## config.mk

```make
export PLATFORM = sky130hd
export DESIGN_NAME = mb_access_scheduler
export DESIGN_NICKNAME = d
export VERILOG_FILES = /design/src/rtl/mb_access_scheduler.sv
export SDC_FILE = /design/constraint.sdc
export NUM_CORES = 1
export LEC_CHECK = 0
export ABC_AREA = 1
export ABC_CLOCK_PERIOD_IN_PS = 2700
export CORE_MARGIN = 2
export CORE_UTILIZATION = 43
export CTS_BUF_LIST = sky130_fd_sc_hd__clkbuf_8
export DETAILED_ROUTE_END_ITERATION = 16
export GPL_TIMING_DRIVEN = 0
export PLACE_DENSITY = 0.87
export SLEW_MARGIN = 20
export SYNTH_ARGS = -nofsm -noshare
export SYNTH_HDL_FRONTEND = slang
export SYNTH_SLANG_ARGS = --single-unit
```

## constraint.sdc

```tcl
create_clock -name clk -period 2.7 [get_ports clk]
set_input_delay 0.405 -clock clk [delete_from_list [all_inputs] [get_ports clk]]
set_output_delay 0.405 -clock clk [all_outputs]
set_load 0.05 [all_outputs]
```

## src/rtl/mb_access_scheduler.sv

```systemverilog
// Round-robin dual-port access scheduler in front of memory_top, with read-tag tracking per port.
// Optional same-address A/B hazard blocking is enabled by defining MB_SCHED_ADDR_HAZARD_EN.
module mb_access_scheduler #(
    parameter int NUM_REQ    = 4,
    parameter int DATA_WIDTH = 12,
    parameter int ADDR_WIDTH = 8,
    parameter int RD_LATENCY = 1,
    parameter int ID_W       = $clog2(NUM_REQ)
) (
    input  logic                          clk,
    input  logic                          rst,
    input  logic [NUM_REQ-1:0]            i_req_valid,
    input  logic [NUM_REQ-1:0]            i_req_we,
    input  logic [NUM_REQ*ADDR_WIDTH-1:0] i_req_addr,
    input  logic [NUM_REQ*DATA_WIDTH-1:0] i_req_wdata,
    output logic [NUM_REQ-1:0]            o_req_ready,
    output logic                          o_ena,
    output logic                          o_wea,
    output logic                          o_enb,
    output logic                          o_web,
    output logic [ADDR_WIDTH-1:0]         o_addra,
    output logic [ADDR_WIDTH-1:0]         o_addrb,
    output logic [DATA_WIDTH-1:0]         o_data_in_a,
    output logic [DATA_WIDTH-1:0]         o_data_in_b,
    input  logic [DATA_WIDTH-1:0]         i_dout_a,
    input  logic [DATA_WIDTH-1:0]         i_dout_b,
    output logic                          o_rsp_valid_a,
    output logic                          o_rsp_valid_b,
    output logic [ID_W-1:0]               o_rsp_id_a,
    output logic [ID_W-1:0]               o_rsp_id_b,
    output logic [DATA_WIDTH-1:0]         o_rsp_data_a,
    output logic [DATA_WIDTH-1:0]         o_rsp_data_b
);

    logic [ID_W-1:0]       rr_ptr_q, rr_ptr_d;
    logic [ID_W-1:0]       scan_id_s [NUM_REQ];
    logic                  found_a_s, found_b_s, hazard_s, grant_b_s;
    logic [ID_W-1:0]       id_a_s, id_b_s;
    logic                  we_a_s, we_b_s;
    logic [ADDR_WIDTH-1:0] addr_a_s, addr_b_s;
    logic [DATA_WIDTH-1:0] wdata_a_s, wdata_b_s;

    logic                  ena_q, wea_q, enb_q, web_q;
    logic [ADDR_WIDTH-1:0] addra_q, addrb_q;
    logic [DATA_WIDTH-1:0] din_a_q, din_b_q;
    logic [RD_LATENCY:0]           tag_v_a_q, tag_v_b_q;
    logic [RD_LATENCY:0][ID_W-1:0] tag_id_a_q, tag_id_b_q;
    logic                  rsp_v_a_q, rsp_v_b_q;
    logic [ID_W-1:0]       rsp_id_a_q, rsp_id_b_q;
    logic [DATA_WIDTH-1:0] rsp_d_a_q, rsp_d_b_q;

    // Requester IDs in scan order starting at the round-robin pointer.
    always_comb begin
        for (int i = 0; i < NUM_REQ; i++) begin
            scan_id_s[i] = ID_W'((int'(rr_ptr_q) + i) % NUM_REQ);
        end
    end

    // First and second valid requesters in scan order become the A and B candidates.
    always_comb begin
        found_a_s = 1'b0;
        found_b_s = 1'b0;
        id_a_s    = '0;
        id_b_s    = '0;
        for (int i = 0; i < NUM_REQ; i++) begin
            if (i_req_valid[scan_id_s[i]] && !found_a_s) begin
                found_a_s = 1'b1;
                id_a_s    = scan_id_s[i];
            end else if (i_req_valid[scan_id_s[i]] && !found_b_s) begin
                found_b_s = 1'b1;
                id_b_s    = scan_id_s[i];
            end else begin
                found_b_s = found_b_s;
            end
        end
    end

    // Candidate request fields, hazard decision and final B grant.
    always_comb begin
        we_a_s    = i_req_we[id_a_s];
        we_b_s    = i_req_we[id_b_s];
        addr_a_s  = i_req_addr[int'(id_a_s)*ADDR_WIDTH +: ADDR_WIDTH];
        addr_b_s  = i_req_addr[int'(id_b_s)*ADDR_WIDTH +: ADDR_WIDTH];
        wdata_a_s = i_req_wdata[int'(id_a_s)*DATA_WIDTH +: DATA_WIDTH];
        wdata_b_s = i_req_wdata[int'(id_b_s)*DATA_WIDTH +: DATA_WIDTH];
`ifdef MB_SCHED_ADDR_HAZARD_EN
        hazard_s  = found_b_s && (addr_a_s == addr_b_s) && (we_a_s || we_b_s);
`else
        hazard_s  = 1'b0;
`endif
        grant_b_s = found_b_s && !hazard_s;
    end

    // Ready is asserted only for granted requesters; a blocked B keeps its place in the scan.
    always_comb begin
        for (int k = 0; k < NUM_REQ; k++) begin
            o_req_ready[k] = (found_a_s && (id_a_s == ID_W'(k))) ||
                             (grant_b_s && (id_b_s == ID_W'(k)));
        end
        if (grant_b_s) begin
            rr_ptr_d = ID_W'((int'(id_b_s) + 1) % NUM_REQ);
        end else if (found_a_s) begin
            rr_ptr_d = ID_W'((int'(id_a_s) + 1) % NUM_REQ);
        end else begin
            rr_ptr_d = rr_ptr_q;
        end
    end

    // Pointer, port registers, read-tag pipelines and response registers.
    always_ff @(posedge clk or posedge rst) begin
        if (rst) begin
            rr_ptr_q   <= '0;
            ena_q      <= 1'b0;
            wea_q      <= 1'b0;
            enb_q      <= 1'b0;
            web_q      <= 1'b0;
            addra_q    <= '0;
            addrb_q    <= '0;
            din_a_q    <= '0;
            din_b_q    <= '0;
            tag_v_a_q  <= '0;
            tag_v_b_q  <= '0;
            tag_id_a_q <= '0;
            tag_id_b_q <= '0;
            rsp_v_a_q  <= 1'b0;
            rsp_v_b_q  <= 1'b0;
            rsp_id_a_q <= '0;
            rsp_id_b_q <= '0;
            rsp_d_a_q  <= '0;
            rsp_d_b_q  <= '0;
        end else begin
            rr_ptr_q <= rr_ptr_d;
            ena_q    <= found_a_s;
            wea_q    <= found_a_s && we_a_s;
            enb_q    <= grant_b_s;
            web_q    <= grant_b_s && we_b_s;
            if (found_a_s) begin
                addra_q <= addr_a_s;
                din_a_q <= wdata_a_s;
            end
            if (grant_b_s) begin
                addrb_q <= addr_b_s;
                din_b_q <= wdata_b_s;
            end
            tag_v_a_q  <= {tag_v_a_q[RD_LATENCY-1:0], found_a_s && !we_a_s};
            tag_v_b_q  <= {tag_v_b_q[RD_LATENCY-1:0], grant_b_s && !we_b_s};
            tag_id_a_q <= {tag_id_a_q[RD_LATENCY-1:0], id_a_s};
            tag_id_b_q <= {tag_id_b_q[RD_LATENCY-1:0], id_b_s};
            rsp_v_a_q  <= tag_v_a_q[RD_LATENCY];
            rsp_v_b_q  <= tag_v_b_q[RD_LATENCY];
            if (tag_v_a_q[RD_LATENCY]) begin
                rsp_id_a_q <= tag_id_a_q[RD_LATENCY];
                rsp_d_a_q  <= i_dout_a;
            end
            if (tag_v_b_q[RD_LATENCY]) begin
                rsp_id_b_q <= tag_id_b_q[RD_LATENCY];
                rsp_d_b_q  <= i_dout_b;
            end
        end
    end

    assign o_ena         = ena_q;
    assign o_wea         = wea_q;
    assign o_enb         = enb_q;
    assign o_web         = web_q;
    assign o_addra       = addra_q;
    assign o_addrb       = addrb_q;
    assign o_data_in_a   = din_a_q;
    assign o_data_in_b   = din_b_q;
    assign o_rsp_valid_a = rsp_v_a_q;
    assign o_rsp_valid_b = rsp_v_b_q;
    assign o_rsp_id_a    = rsp_id_a_q;
    assign o_rsp_id_b    = rsp_id_b_q;
    assign o_rsp_data_a  = rsp_d_a_q;
    assign o_rsp_data_b  = rsp_d_b_q;

endmodule

```

==> summary.md <==
| Metric | Value |
|---|---|
| Clock-pin slew on the worst setup and hold paths | `0.10 ns` |
| RSZ-0062 raised after global routing | `true` |
| Synth cell types | `33` |
| Synth area leader | `dfrtp_1` |
| Synthesized area per cell | `about 7.3 um^2` |
| Hold_buf cts | `0` |
| Slew Viols, Final | `0` |
| Synthesis Warnings | `0` |
| Root Driver | `clkbuf_8` |
| Nets | `about 1100` |
| DRC errors left | `0` |
| Met1 Usage GRT | `approximately 33%` |
| Fin cells | `~1200` |
| Hold Path Origin | `tag_v_b_q[0]` |
| Slowest Stage Delay on Critical Path | `0.39 ns` |
| DR vias | `6074` |
| Met2 GRT Util | `a little under half` |
| # clock sinks | `88` |
| GRT Total Usage | `27.7%` |
| FF+latch count, synth | `88` |
| TritonCTS Buffers | `9` |
| Crit-path slowest cell | `dfrtp_1` |
| Commonest non-fill, non-tap cell in the layout | `nand2_1` |
| Worst Tran Pin Value | `0.574 ns` |
| Area Overhead vs Synth | `51.9%` |
| Critical Path Source Type | `register` |
| Worst Path Arrival | `~2.4 ns` |
| Hold endpoint | `tag_v_b_q[1]` |
| Setup TNS | `-0.368 ns` |
| CP Max Fanout | `8` |
| Die area | `~14000 um^2` |
| Outcome | `finished with violations` |
| Setup ws final | `-0.128 ns` |
| Total nets after synthesis | `between 800 and 900` |
| Endpoints failing hold | `0` |
| Final WL | `~20000 um` |
| Most frequent cells in the layout | `nand2_1, clkdlybuf4s50_1, dfrtp_1` |
| Detailed Routing Iterations Pass 1 | `6` |
| Reg2reg start | `rr_ptr_q[0]` |
| DR vias/cell | `between 5 and 6` |
| Synth Area in Simple Gates | `45.6%` |
| Largest family of logic cells by synthesized area | `simple AND/OR/NAND/NOR gates` |
| Worst hold-check path type | `register to register` |
| Total grt overflow | `0` |
| Adder-cell share of the synthesized area | `0%` |
| FMAX | `roughly 350 MHz` |
| Fraction of synthesized area in multiplexers | `roughly 5.7%` |
| Antenna-violating nets left | `0` |
| Endpoints failing setup | `4` |
| RR Endpoint | `o_web` |
| I/O Buffers | `about 190` |
| Critical Path RT | `~2.3 ns` |
| Drt initial violations | `between 500 and 600` |
| Met3 usage | `6.85%` |
| Tcrit/Tclk final | `105%` |
| Layout cell share with drive strength beyond 1 | `a little over a fifth` |
| Initial antenna violation count | `0` |
| Cell Area, Synth | `between 5000 and 6000 um^2` |
| Synth area leaders | `dfrtp_1, nand2_1, mux2_2, nand2_2, nand3_1` |
| Crit-path leading delay family | `simple AND/OR/NAND/NOR gates` |
| GP Congestion | `a little under 0.9` |
| Die width | `between 100 and 150 um` |
| DIE HEIGHT | `between 100 and 150 um` |
| FP Rows | `41` |
| Syn Inst Count | `roughly 750` |
| Grt peak-use layer | `met2` |
| Dpl cells | `1118` |
| Post-layout minimum cycle time | `approximately 2.8 ns` |
| Place WS | `-0.967 ns` |
| Endpoint class of the critical path | `output pin` |
| Clock Tree Buf Depth | `2` |
| Number of max-cap violations | `0` |
| Vias in the first global route | `between 5000 and 6000` |
| H-Tree Depth | `3` |
| Area share of the leading cell type in the synthesized netlist | `between 40% and 50%` |
| Drt wl/cell | `16.9 um` |
| Starting Density | `between 40% and 50%` |
| Critical-path cell list | `buf_6 -> nand2_1 -> nand3_4 -> nand2_8 -> nand2_4 -> nand2_1 -> o21ai_1 -> nand3_1 -> nand2_4 -> buf_8 -> o31ai_4 -> buf_6` |
| WS Path Type | `register to output pin` |
| Largest net degree at the start of global routing | `60` |
| Failing checks | `setup timing` |
| Worst R2R Setup Slack | `0.12 ns` |
| R2r worst-path depth | `17` |
| Core area | `roughly 13000 um^2` |
| IO Pins | `approximately 190` |
| DP Wirelength | `~14000 um` |
| Hold depth | `0` |
| Sequential share of the synthesized area | `~40%` |
| CTS tree | `yes` |
| CP Buf/Inv Count | `3` |
| First-pass GRT wire length | `just under 30000 um` |
| Post-synthesis compound-gate area fraction | `1.14%` |
| Worst slew margin | `slightly above 60%` |
| Diode count | `0` |
| Clk_lat worst skew | `between 0.3 and 0.4 ns` |
| Layout Skew | `about 0.0089 ns` |
| Post-Synth XOR/XNOR Area | `0%` |
-- area by class of cell --
cell class | instances | area (um^2)
fill | 983 | 4210
multi-input combinational | 605 | 3070
timing repair buffer | 229 | 2240
sequential | 88 | 2200
buffer | 37 | 305
tap | 172 | 215
inverter | 20 | 128
clock buffer | 9 | 124
clock inverter | 7 | 76.3
-- synthesized netlist by cell type (all sizes together) --
master  number
dfrtp       88
nor3         1
clkbuf       9
nor2        10
mux2        28
o21ai        4
clkinv       2
o31ai        1
buf         32
nand4        4
o22ai        3
a21oi        1
nand3       56
nand2      497
inv         18
-- worst max path at each step --
stage,from,end,slack (ns),depth (start not counted)
finish,rr_ptr_q[0],o_req_ready[0],-0.13,12
global route,rr_ptr_q[0],o_req_ready[0],-0.19,12
CTS,rr_ptr_q[0],o_req_ready[0],-0.06,14
detailed placement,i_req_valid[1],o_req_ready[0],-0.97,15
global placement,rst,o_addra[5],-1.30,2
floorplan,rst,o_addra[0],0.02,1
-- routing by layer --
layer | routed length, um | vias to the layer above | part of all wire (%)
met2 | 9630 | 415 | 49
met4 | 780 | 0 | 4.0
met1 | 7080 | 2770 | 36
met3 | 2190 | 78 | 11
li1 | - | 2811 | -
met5 | 0 | - | 0
-- timing repair --
action                     CTS  global route
resized for setup           56            25
buffers inserted            23            14
setup endpoints to repair    4             4
pin swaps                   12            13
-- sequential cells by signal, indices dropped and copies added, names as in the netlist, 2 cells and up --
signal	count
o_addrb	8
tag_id_a_q	4
o_data_in_b	12
o_rsp_data_a	12
o_rsp_data_b	12
rr_ptr_q	2
tag_id_b_q	4
tag_v_b_q	2
o_rsp_id_a	2
o_rsp_id_b	2
tag_v_a_q	2
o_addra	8
o_data_in_a	12
-- kinds of logic (layout without fill, tap and decap cells) --
group	count (synthesis)	after routing
compound gates	9	9
buf+inv	61	302
flops	88	88
mux	28	28
simple gates	568	568
-- stage by stage --
step                      utilization [%]  hold WS, ns  area, um^2
final                                66.5        0.357        8360
after global routing                 66.5        0.367        8360
after CTS                            64.9        0.359        8160
after detailed placement             61.2        0.335        7690
after global placement               60.9        0.333        7660
after floorplan                         -        0.331        5530
Power is left out: the tool's default activity adds up to more than one toggle a clock period on the data nets, which glitch-free logic cannot reach.
